==> src/rtl/memory_arbiter.sv <==
// rtl/memory_arbiter.sv - round-robin arbiter sharing one memory between a scalar and a vector requester
//
// Purpose: accepts one access at a time from either requester, drives the owner's
// memory port for LAT cycles, captures read data and acknowledges with a one-cycle pulse.
//
// Ports:
//   clk, rst                 clock, asynchronous active-low reset
//   s_req/s_we/s_addr/s_wdata  scalar request (held until s_ack)
//   s_ack/s_rdata            scalar completion pulse and read data
//   v_req/v_we/v_addr/v_wdata  vector request (256-bit data)
//   v_ack/v_rdata            vector completion pulse and read data
//   scalar_data_address, ScalarMemRead, ScalarMemWrite, write_scalar_data  scalar memory port
//   vector_data_address, VectorMemRead, VectorMemWrite, write_vector_data  vector memory port
//   scalar_data_read, vector_data  memory read buses
//   busy                     high whenever the FSM is not idle
module memory_arbiter #(
   parameter int N   = 24,
   parameter int LAT = 1
) (
   input  logic         clk,
   input  logic         rst,
   input  logic         s_req,
   input  logic         s_we,
   input  logic [N-1:0] s_addr,
   input  logic [N-1:0] s_wdata,
   output logic         s_ack,
   output logic [N-1:0] s_rdata,
   input  logic         v_req,
   input  logic         v_we,
   input  logic [N-1:0] v_addr,
   input  logic [255:0] v_wdata,
   output logic         v_ack,
   output logic [255:0] v_rdata,
   output logic [N-1:0] scalar_data_address,
   output logic         ScalarMemRead,
   output logic         ScalarMemWrite,
   output logic [N-1:0] write_scalar_data,
   output logic [N-1:0] vector_data_address,
   output logic         VectorMemRead,
   output logic         VectorMemWrite,
   output logic [255:0] write_vector_data,
   input  logic [N-1:0] scalar_data_read,
   input  logic [255:0] vector_data,
   output logic         busy
);

   typedef enum logic [1:0] {
      ST_IDLE   = 2'd0,
      ST_ACCESS = 2'd1,
      ST_WAIT   = 2'd2,
      ST_DONE   = 2'd3
   } state_t;

   localparam bit         LAT_ONE  = (LAT == 1);
   localparam logic [1:0] WAIT_CYC = 2'(LAT - 1);

   state_t         state, state_nxt;
   logic [1:0]     cnt;
   logic           own_vec;     // 1: vector owns the current transaction
   logic           last_vec;    // 1: vector was granted last
   logic           we_q;
   logic [N-1:0]   addr_q;
   logic [N-1:0]   s_wdata_q;
   logic [255:0]   v_wdata_q;

   logic           take;        // accept a request this cycle
   logic           grant_vec;   // winner of this cycle's arbitration
   logic           cap;         // this is the final ACCESS/WAIT cycle
   logic           drive;
   logic           en;

   always_ff @(posedge clk or negedge rst) begin
      if (!rst) begin
         state <= ST_IDLE;
      end else begin
         state <= state_nxt;
      end
   end

   always_comb begin
      state_nxt = state;
      take      = 1'b0;
      grant_vec = 1'b0;
      cap       = 1'b0;
      case (state)
         ST_IDLE: begin
            if (s_req || v_req) begin
               take      = 1'b1;
               // Vector wins if it is alone, or on a tie when scalar had the last grant.
               grant_vec = v_req && (!s_req || !last_vec);
               state_nxt = ST_ACCESS;
            end
         end
         ST_ACCESS: begin
            if (LAT_ONE) begin
               cap       = 1'b1;
               state_nxt = ST_DONE;
            end else begin
               state_nxt = ST_WAIT;
            end
         end
         ST_WAIT: begin
            if (cnt == 2'd1) begin
               cap       = 1'b1;
               state_nxt = ST_DONE;
            end
         end
         ST_DONE: begin
            state_nxt = ST_IDLE;
         end
         default: begin
            state_nxt = ST_IDLE;
         end
      endcase
   end

   always_ff @(posedge clk or negedge rst) begin
      if (!rst) begin
         cnt       <= 2'd0;
         own_vec   <= 1'b0;
         last_vec  <= 1'b1;
         we_q      <= 1'b0;
         addr_q    <= '0;
         s_wdata_q <= '0;
         v_wdata_q <= '0;
         s_rdata   <= '0;
         v_rdata   <= '0;
      end else begin
         if (take) begin
            own_vec  <= grant_vec;
            last_vec <= grant_vec;
            if (grant_vec) begin
               we_q      <= v_we;
               addr_q    <= v_addr;
               v_wdata_q <= v_wdata;
            end else begin
               we_q      <= s_we;
               addr_q    <= s_addr;
               s_wdata_q <= s_wdata;
            end
         end
         if (state == ST_ACCESS && !LAT_ONE) begin
            cnt <= WAIT_CYC;
         end else if (state == ST_WAIT) begin
            cnt <= cnt - 2'd1;
         end
         if (cap && !we_q) begin
            if (own_vec) begin
               v_rdata <= vector_data;
            end else begin
               s_rdata <= scalar_data_read;
            end
         end
      end
   end

   // Address/data stay on the bus for the whole access window; enables pulse only in ACCESS.
   assign drive = (state == ST_ACCESS) || (state == ST_WAIT);
   assign en    = (state == ST_ACCESS);

   assign scalar_data_address = (drive && !own_vec) ? addr_q    : '0;
   assign write_scalar_data   = (drive && !own_vec) ? s_wdata_q : '0;
   assign ScalarMemRead       = en && !own_vec && !we_q;
   assign ScalarMemWrite      = en && !own_vec &&  we_q;

   assign vector_data_address = (drive && own_vec) ? addr_q    : '0;
   assign write_vector_data   = (drive && own_vec) ? v_wdata_q : '0;
   assign VectorMemRead       = en && own_vec && !we_q;
   assign VectorMemWrite      = en && own_vec &&  we_q;

   assign s_ack = (state == ST_DONE) && !own_vec;
   assign v_ack = (state == ST_DONE) &&  own_vec;
   assign busy  = (state != ST_IDLE);

endmodule

==> config.mk <==
export PLATFORM = sky130hd
export DESIGN_NAME = memory_arbiter
export DESIGN_NICKNAME = d
export VERILOG_FILES = /design/src/rtl/memory_arbiter.sv
export SDC_FILE = /design/constraint.sdc
export NUM_CORES = 1
export LEC_CHECK = 0
export BUFFER_PORTS_ARGS = -buffer_cell sky130_fd_sc_hd__buf_2
export CAP_MARGIN = 40
export CORE_AREA = 4 4 476 478
export CTS_CLUSTER_DIAMETER = 150
export DETAILED_ROUTE_END_ITERATION = 7
export DIE_AREA = 0 0 480 482
export GPL_TIMING_DRIVEN = 0
export PLACE_DENSITY = 0.32
export SYNTH_ARGS = -nofsm -noshare
export SYNTH_HDL_FRONTEND = slang
export SYNTH_SLANG_ARGS = --single-unit
==> constraint.sdc <==
create_clock -name clk -period 2.3 [get_ports clk]
set_clock_uncertainty 0.2 [all_clocks]
set_input_delay 0.115 -clock clk [delete_from_list [all_inputs] [get_ports clk]]
set_output_delay 0.115 -clock clk [all_outputs]
set_load 0.02 [all_outputs]
Word level (Yosys, flattened, before mapping)
Cells that the tools add are included.
Word-level totals
  flip-flop bits (word level): 591
  latch bits: 0
  RAM bits: 0
  bits in read-only memories: 0
  bits of input ports: 614
  word-level logic and storage cells: 60
  memories kept: 0
Operators by class
  add/subtract/negate cells: 1
  multiply operators: 0
  divide/modulo/power cells: 0
  magnitude comparators: 0
  equal/unequal tests: 6
  shift operators: 0
  multiplexer cells: 15
  bitwise operators: 2
  reductions and logical operators: 26
Operator list (number)
  $mux 256: 1
  $mux 24: 4
  $logic_and 1x1->1: 12
  $reduce_and 2->1: 5
  $pmux 2 s4: 1
  $mux 1: 6
  $eq 2x1->1 const B: 2
  $eq 2x2->1 const B: 2
  $logic_not 1->1: 4
  $mux 2: 2
  $ne 2x2->1 const B: 2
  $logic_or 1x1->1: 3
  $logic_not 2->1: 1
  $not 1->1: 2
  $pmux 1 s2: 1
  $reduce_bool 2->1: 1
  $sub 2x1->2 const B: 1

Depth between registers and ports, before layout
Gate-level depths: netlist (run 1).
  depth in word-level cells: 7
  mapped depth: 7
  gate-level depth less buffers: 5

Least setup slack after synthesis (run 1)
Ideal clock, no wire load.
  kind: reg-to-reg
  start point: reg state[0]
  end point: reg s_rdata[10]
  setup time: 0.125 ns
  data arrival time: 1.744 ns
  data required time: 1.975 ns
  path slack: 0.231 ns
  cell stages (with the launch flop): 7
  path buffers: 1
  period minus slack after synthesis: 2.069 ns
  cells stage by stage: dfrtp_1 > inv_1 > ha_1 > nor2b_2 > nor3b_4 > buf_4 > mux2_2
Between the ends
  word-level cells in the longest chain between the ends: 4
RTL lines
  start: declaration: RTL line 57  | state_t state, state_nxt;
  start signal: assignment: RTL line 76  | state <= state_nxt;
  $eq 2x2->1 or $eq 2x1->1 (tied branches): RTL line 85  | case (state)
  $pmux 1 s2 *: RTL line 85
  $logic_and 1x1->1 *: RTL line 147  | if (cap && !we_q) begin
  $reduce_and 2->1 (no source line) *
  end signal: assignment: RTL line 151  | s_rdata <= scalar_data_read;
  end: declaration: RTL line 27  | output logic [N-1:0] s_rdata,
Every way passes the cells marked *; elsewhere a longest branch is shown, timed or not.
A chain may end at the register's enable or synchronous reset.

Final worst setup path (run 1)
  start point: reg state[1]
  end point: out write_vector_data[1]
Between the ends
  word-level cells in the longest chain between the ends: 4
RTL lines
  $eq 2x1->1 or $eq 2x2->1 (tied branches): RTL line 158  | assign drive = (state == ST_ACCESS) || (state == ST_WAIT);
  $logic_or 1x1->1 *: RTL line 158
  $logic_and 1x1->1 *: RTL line 167  | assign write_vector_data = (drive && own_vec) ? v_wdata_q : '0;
  $mux 256 *: RTL line 167
  end: declaration: RTL line 41  | output logic [255:0] write_vector_data,
Marks and branches as above.

==> results of run 1 <==
[where the power goes]
part / internal (mW) / leakage [nW] / total (mW) / switching (mW)
clock: 7.63 / 1.35 / 13.1 / 5.46
sequential: 15.6 / 7.15 / 18.6 / 2.99
combinational: 19.6 / 16.2 / 40.0 / 20.5
[registers in the layout, summed over array words and instances (netlist names)]
signal     flops
we_q           1
v_wdata_q    256
own_vec        1
last_vec       1
s_rdata       24
addr_q        24
v_rdata      256
cnt            2
state          2
s_wdata_q     24
[logic make-up after synthesis]
group	count (synthesis)	share of synthesized area
compound gates	35	0.0125
flops	591	0.601
simple gates	374	0.0954
mux	562	0.257
fa+ha+maj	5	0.00254
xor+xnor	1	0.000356
buf+inv	140	0.0306
[layout by cell type (no fill, tap or decap), drive strengths merged, types with 2 or more instances in the layout]
master,Yosys,final
nand3,2,2
mux2,561,561
dfrtp,590,590
and2,74,74
a31oi,2,2
nor2,4,4
nand2,7,7
clkinvlp,0,3
a21oi,2,2
a221o,23,23
dlygate4sd3,0,1185
inv,5,7
nor3b,2,2
buf,66,1358
o21ai,5,5
ha,5,5
diode,0,24
clkbuf,69,193
bufinv,0,5
and3,281,281
clkinv,0,26
nor2b,2,2
[final timing paths]
| path | slack [ns] | endpoint | cells after the start | from |
|---|---|---|---|---|
| worst min register to register | 0.28 | cnt[0] | 1 | cnt[0] |
| worst max-delay path | -0.63 | write_vector_data[1] | 11 | state[1] |
| worst min-delay path | 0.08 | v_rdata[204] | 3 | vector_data[204] |
| worst max register to register | -0.33 | v_rdata[201] | 10 | state[1] |
| max in group asynchronous | -0.53 | v_wdata_q[148] | 12 | rst |
| min in group asynchronous | 0.83 | v_rdata[109] | 10 | rst |
[cell type report]
type                    instances  area, sq um  area share
diodes                         24         60.1     0.00111
plain buffers                 129         1350      0.0249
clock buffers                 110         2300      0.0423
clock inverters                36          448     0.00825
inverters                       5         18.8    0.000346
multi-input cells             977        10100       0.186
flip-flops and latches        591        14800       0.272
well taps                    2975         3720      0.0685
repair buffers               2497        21500       0.396
[per-stage QoR]
| step | cell area (sq um) | util | TNS, ns | std cells | setup WS (ns) |
|---|---|---|---|---|---|
| after global routing | 54300 | 0.245 | -445.35 | 7338 | -0.783 |
| after floorplan | 24600 | - | 0 | 1708 | 0.231 |
| after CTS | 52600 | 0.237 | -481.81 | 7295 | -0.801 |
| after global placement | 34500 | 0.155 | -8952.71 | 5911 | -13.96 |
| after detailed placement | 34800 | 0.157 | -595.37 | 5926 | -1.78 |
| final | 54300 | 0.245 | -309.27 | 7344 | -0.628 |
[worst register-to-register path, stage by stage (launching register included)]
cell and delay [ns]:
dfrtp_1 0.37, inv_2 0.06, ha_4 0.35, buf_4 0.14
buf_6 0.08, nand2_1 0.07, nor3_4 0.21, clkbuf_16 0.24
buf_4 0.26, buf_6 0.21, mux2_1 0.35
[layer usage]
| metal | vias up | share of wire | GRT usage |
|---|---|---|---|
| met5 | - | 0.00037 | 0 |
| met3 | 240 | 0.11 | 0.0692 |
| met4 | 10 | 0.042 | 0.0553 |
| met1 | 12200 | 0.35 | 0.135 |
| li1 | 11300 | - | - |
| met2 | 993 | 0.49 | 0.235 |
[repair_timing]
action                     4_1_cts  5_1_grt
hold endpoints to repair       827      239
gates cloned                    10       13
resized for setup              736      403
hold buffers                  1193        1
buffers inserted                21       17
setup endpoints to repair      919     1245
pin swaps                        2        5
==> run_results.csv, run 1 <==
group,metric,value,unit
synth,yosys-top-cells-area,"dfrtp_1 (60%), mux2_2 (19%), and3_1 (7.1%), mux2_1 (6.9%), and2_1 (1.9%)",
placement,gp_congestion,0.811,
synth,syn_avg_cell_area,14.4,sq um
floorplan,initial_core_util,0.111,
synth,syn-cell-area,0.0246,sq mm
finish,drive_above_1_share,0.508,
setup_path,crit_path_cell_trace,"inv_2 > ha_4 > clkbuf_16 > buf_12 > buf_4 > buf_12 > buf_12 > buf_12 > buf_6 > and3_4 > buf_6",
floorplan,dieHeight,482,um
synth,syn_nets,2327,
synth,seq_area_frac_synth,0.601,
grt,first_global_vias,27500,
timing,setup_violations,853,
timing,holdWs,0.0847,ns
synth,synth_cell_types,33,
status,status,"finished with violations",
grt,antenna_found_initial,39,
grt,grt_max_degree,101,
setup_path,worst-path-buf-inv,9,
status,violations,"setup timing",
setup_path,end_kind,"output port",
setup_path,path_class,"reg2out",
placement,hpwl,130000,um
synth,yosys_warnings,0,
floorplan,die_w,480,um
clock_network,clk_latency,0.67,ns
timing,relSlewSlack,0.569,
setup_path,crit_required,1.99,ns
grt,grt_pass1_wl,218000,um
timing,fmax,342,MHz
synth,synth_common_cells,"dfrtp_1 (590), mux2_2 (411), and3_1 (281)",
timing,finalHoldViolCount,0,
power,p_leak,24.7,nW
setup_path,cp.arrival,2.61,ns
detailed_routing,antenna_left,0,
finish,fill_cells,23600,
clock_network,htree_levels,3,
detailed_routing,post_drt_wl_per_cell,22.2,um
finish,final_nets,4901,
setup_path,worstPathMaxFanout,8,
timing,tightest_slew,0.647,ns
synth,yosysMostFrequentCell,"dfrtp_1",
floorplan,rows,173,
timing,rsz0062_at_grt,"yes",
placement,io_buffers,1228,
run,drv_cap,0,
synth,synthFlopType,"dfrtp_1",
grt,gr-total-overflow,0,
setup_path,cpPeakStageDelay,0.39,ns
setup_path,startpoint_type,"flop",
timing,min_period,2.93,ns
power,ir_drop,743,uV
grt,track_usage,0.134,
detailed_routing,wl,163000,um
synth,synth_top_area_frac,0.600,
clock_network,cts_made_buffers,81,
clock_network,cts_tree,"built",
floorplan,die_area,0.231,sq mm
clock_network,cts_root_buffer,"clkbuf_16",
detailed_routing,drcViolationCount,0,
min_path,hold_path.class,"in2reg",
setup_path,critPathMostFrequentCell,"buf_12",
detailed_routing,routed_via_density,3.37,
detailed_routing,vias,24700,
floorplan,design.core.area,0.222,sq mm
clock_network,clock_sinks,591,
synth,synth_cells,1708,
finish,syn2layout_area_growth,121,%
synth,synth_seq_cells,591,
timing,fin_ws,-0.628,ns
synth,synth-edff-count,0,
synth,synth_top_area_cell,"dfrtp_1",
detailed_routing,detail_route.iter0.violations,733,
power,p_per_area,1320,mW/mm^2
floorplan,boundaryPins,1229,
setup_path,cp_slowest_cell,"dfrtp_1",
timing,slew_violations,0,
setup_path,path_delay_family,"buffers and inverters",
clock_network,clk_pin_slew,0.05,ns
clock_network,cts_buffer_depth,3,
detailed_routing,drtPass1Iterations,5,
timing,layout_worst_path_cycle_share,1.27,
synth,ys_async_sr_fraction,1.00,
power,power,71.7,mW
(Power assumes the default switching activity.)
==> inputs of run 2 (changes only) <==
--- a/config.mk
+++ b/config.mk
@@ -8,8 +8,8 @@
 export BUFFER_PORTS_ARGS = -buffer_cell sky130_fd_sc_hd__buf_2
 export CAP_MARGIN = 40
-export CORE_AREA = 4 4 476 478
+export CORE_AREA = 2 2 474 476
 export CTS_CLUSTER_DIAMETER = 150
 export DETAILED_ROUTE_END_ITERATION = 7
-export DIE_AREA = 0 0 480 482
+export DIE_AREA = 0 0 476 478
 export GPL_TIMING_DRIVEN = 0
 export PLACE_DENSITY = 0.32
==> constraint.sdc (replaced) <==
create_clock -name clk -period 2.3 [get_ports clk]
set_clock_uncertainty 0.2 [all_clocks]
set_input_delay 0.46 -clock clk [delete_from_list [all_inputs] [get_ports clk]]
set_output_delay 0.46 -clock clk [all_outputs]
set_load 0.02 [all_outputs]
==> run 2 against run 1 <==
Against the previous run: the run ends with hold timing, setup timing left; via count is 8.2% lower; worst setup slack worse by 0.14 ns; combinational power grew 4%.
==> run_results.csv, run 2 (same netlist as run 1, synthesis figures left out) <==
group,metric,value,unit
status,status,"finished with violations",
status,violations,"hold timing, setup timing",
detailed_routing,detail_route.iter0.violations,708,
timing,layout_worst_path_cycle_share,1.33,
grt,first_global_vias,25100,
setup_path,worstPathMaxFanout,6,
detailed_routing,vias,22700,
detailed_routing,drtPass1Iterations,4,
timing,setup_violations,623,
grt,grt_max_degree,98,
power,ir_drop,806,uV
clock_network,htree_levels,3,
detailed_routing,routed_via_density,3.33,
timing,fin_ws,-0.768,ns
finish,fill_cells,24200,
power,power.clock.fraction,0.178,
timing,slew_violations,0,
clock_network,cts_buffer_depth,3,
timing,finalHoldViolCount,76,
detailed_routing,wl,162000,um
setup_path,end_kind,"output port",
grt,grt_pass1_wl,212000,um
floorplan,rows,174,
detailed_routing,drcViolationCount,0,
power,p_int,44.1,mW
grt,antenna_found_initial,47,
timing,min_period,3.07,ns
placement,hpwl,129000,um
finish,layout_commonest_cell,"buf_2",
finish,multi_input_area,0.0104,sq mm
setup_path,r2r_start,"state[0]",
placement,gp_congestion,0.788,
min_path,hold_path.class,"in2async",
clock_network,cts_made_buffers,82,
clock_network,ctsHoldBuffers,612,
finish,syn2layout_area_growth,101,%
power,swShare,0.403,
clock_network,cts_tree,"built",
finish,fin_util,0.221,
power,p_sw,29.7,mW
timing,tightest_slew,0.694,ns
setup_path,reg2reg_slack,-0.15,ns
setup_path,startpoint_type,"flop",
timing,fin_setup_tns,-234.65,ns
finish,final_nets,4340,
timing,fmax,326,MHz
clock_network,clk_latency,0.65,ns
finish,top_regs,"v_rdata: 256 flops, v_wdata_q: 256 flops",
setup_path,r2r_end,"s_rdata[17]",
floorplan,die_w,476,um
power,p_leak,22.3,nW
floorplan,die_area,0.228,sq mm
timing,rsz0062_at_grt,"yes",
run,drv_cap,0,
clock_network,cts_root_buffer,"clkbuf_16",
finish,design_area,0.0493,sq mm
grt,track_usage,0.136,
detailed_routing,post_drt_wl_per_cell,23.7,um
timing,holdWs,-0.468,ns
setup_path,path_class,"reg2out",
finish,drive_above_1_share,0.608,
grt,gr-total-overflow,0,
detailed_routing,antenna_left,0,
placement,place_ws,-2.08,ns
setup_path,crit_required,1.64,ns
placement,post_dp_cell_area,0.0347,sq mm
floorplan,initial_core_util,0.110,
placement,io_buffers,1228,
finish,layout_common_cells,"buf_2 (907), dlygate4sd3_1 (612), dfrtp_1 (590)",
timing,relSlewSlack,0.538,
setup_path,cp-startpoint,"state[0]",
power,p_per_area,1500,mW/mm^2
floorplan,design.core.area,0.223,sq mm
finish,seqCellArea,0.0148,sq mm
floorplan,boundaryPins,1229,
setup_path,cp.arrival,2.41,ns
clock_network,clock_sinks,591,
power,p_comb_frac,0.567,
clock_network,clk_pin_slew,0.05,ns
setup_path,rr_worst_depth,9,
power,pwr-share-seq,0.255,
floorplan,dieHeight,478,um
-- run 2: changes by cell type in the layout (fill, tap and decap cells not counted), sizes merged --
cell,before,now
dlygate4sd3,1185,612
buf,1358,1387
diode,24,47
clkinv,26,9
clkbuf,193,182
clkinvlp,3,6
inv,7,9
-- run 2: power groups by stage --
stage               logic, mW  clock network (mW)  registers (mW)
floorplan                12.7                   0            20.6
global placement         28.6                   0            18.8
detailed placement       28.7                   0            18.9
CTS                      39.7                13.7            18.9
global route             44.5                14.0            19.6
finish                   41.8                13.1            18.8
-- run 2: metal layers --
layer	global-route usage	part of all wire	up-vias
met3	0.0592	0.10	207
met4	0.0598	0.041	14
met5	0.00128	0.00069	-
met2	0.236	0.50	941
met1	0.141	0.36	11300
li1	-	-	10200
-- run 2: timing repair --
item / CTS / global route
resized for setup: 987 / 367
setup buffers: 35 / 26
endpoints found under the hold margin: 662 / 76
pin swaps: 27 / 1
cloned: 25 / 10
endpoints found under the setup margin: 920 / 815
-- run 2: layout make-up --
cell class              instances  share of cell area
flip-flops and latches        591               0.300
well taps                    2992              0.0759
clock buffers                 117              0.0479
clock inverters                24             0.00677
multi-input cells             977               0.212
plain buffers                 129              0.0295
inverters                       5            0.000380
repair buffers               1935               0.326
diodes                         47             0.00238
-- run 2: worst max path at each step --
stage | to | slack (ns)
4_1_cts | write_vector_data[253] | -0.89
3_3_place_gp | v_wdata_q[141] | -14.45
5_1_grt | write_scalar_data[17] | -0.88
6_report | write_scalar_data[17] | -0.77
3_5_place_dp | write_vector_data[165] | -2.08
2_1_floorplan | write_scalar_data[10] | 0.05
-- run 2: metrics by stage --
stage | hold slack [ns] | std cells | power [mW]
CTS | -0.512 | 6749 | 72.3
floorplan | -0.0356 | 1708 | 33.4
finish | -0.468 | 6817 | 73.8
global placement | 0.259 | 5928 | 47.5
detailed placement | 0.265 | 5937 | 47.6
global route | -0.487 | 6800 | 78.1
-- run 2: critical path: stages, from the launching register on --
cell and delay (ns):
dfrtp_1 0.36, inv_2 0.07, ha_4 0.35, nor2b_4 0.21, buf_6 0.12, clkbuf_16 0.17, clkbuf_16 0.16, and2_4 0.18
buf_6 0.12
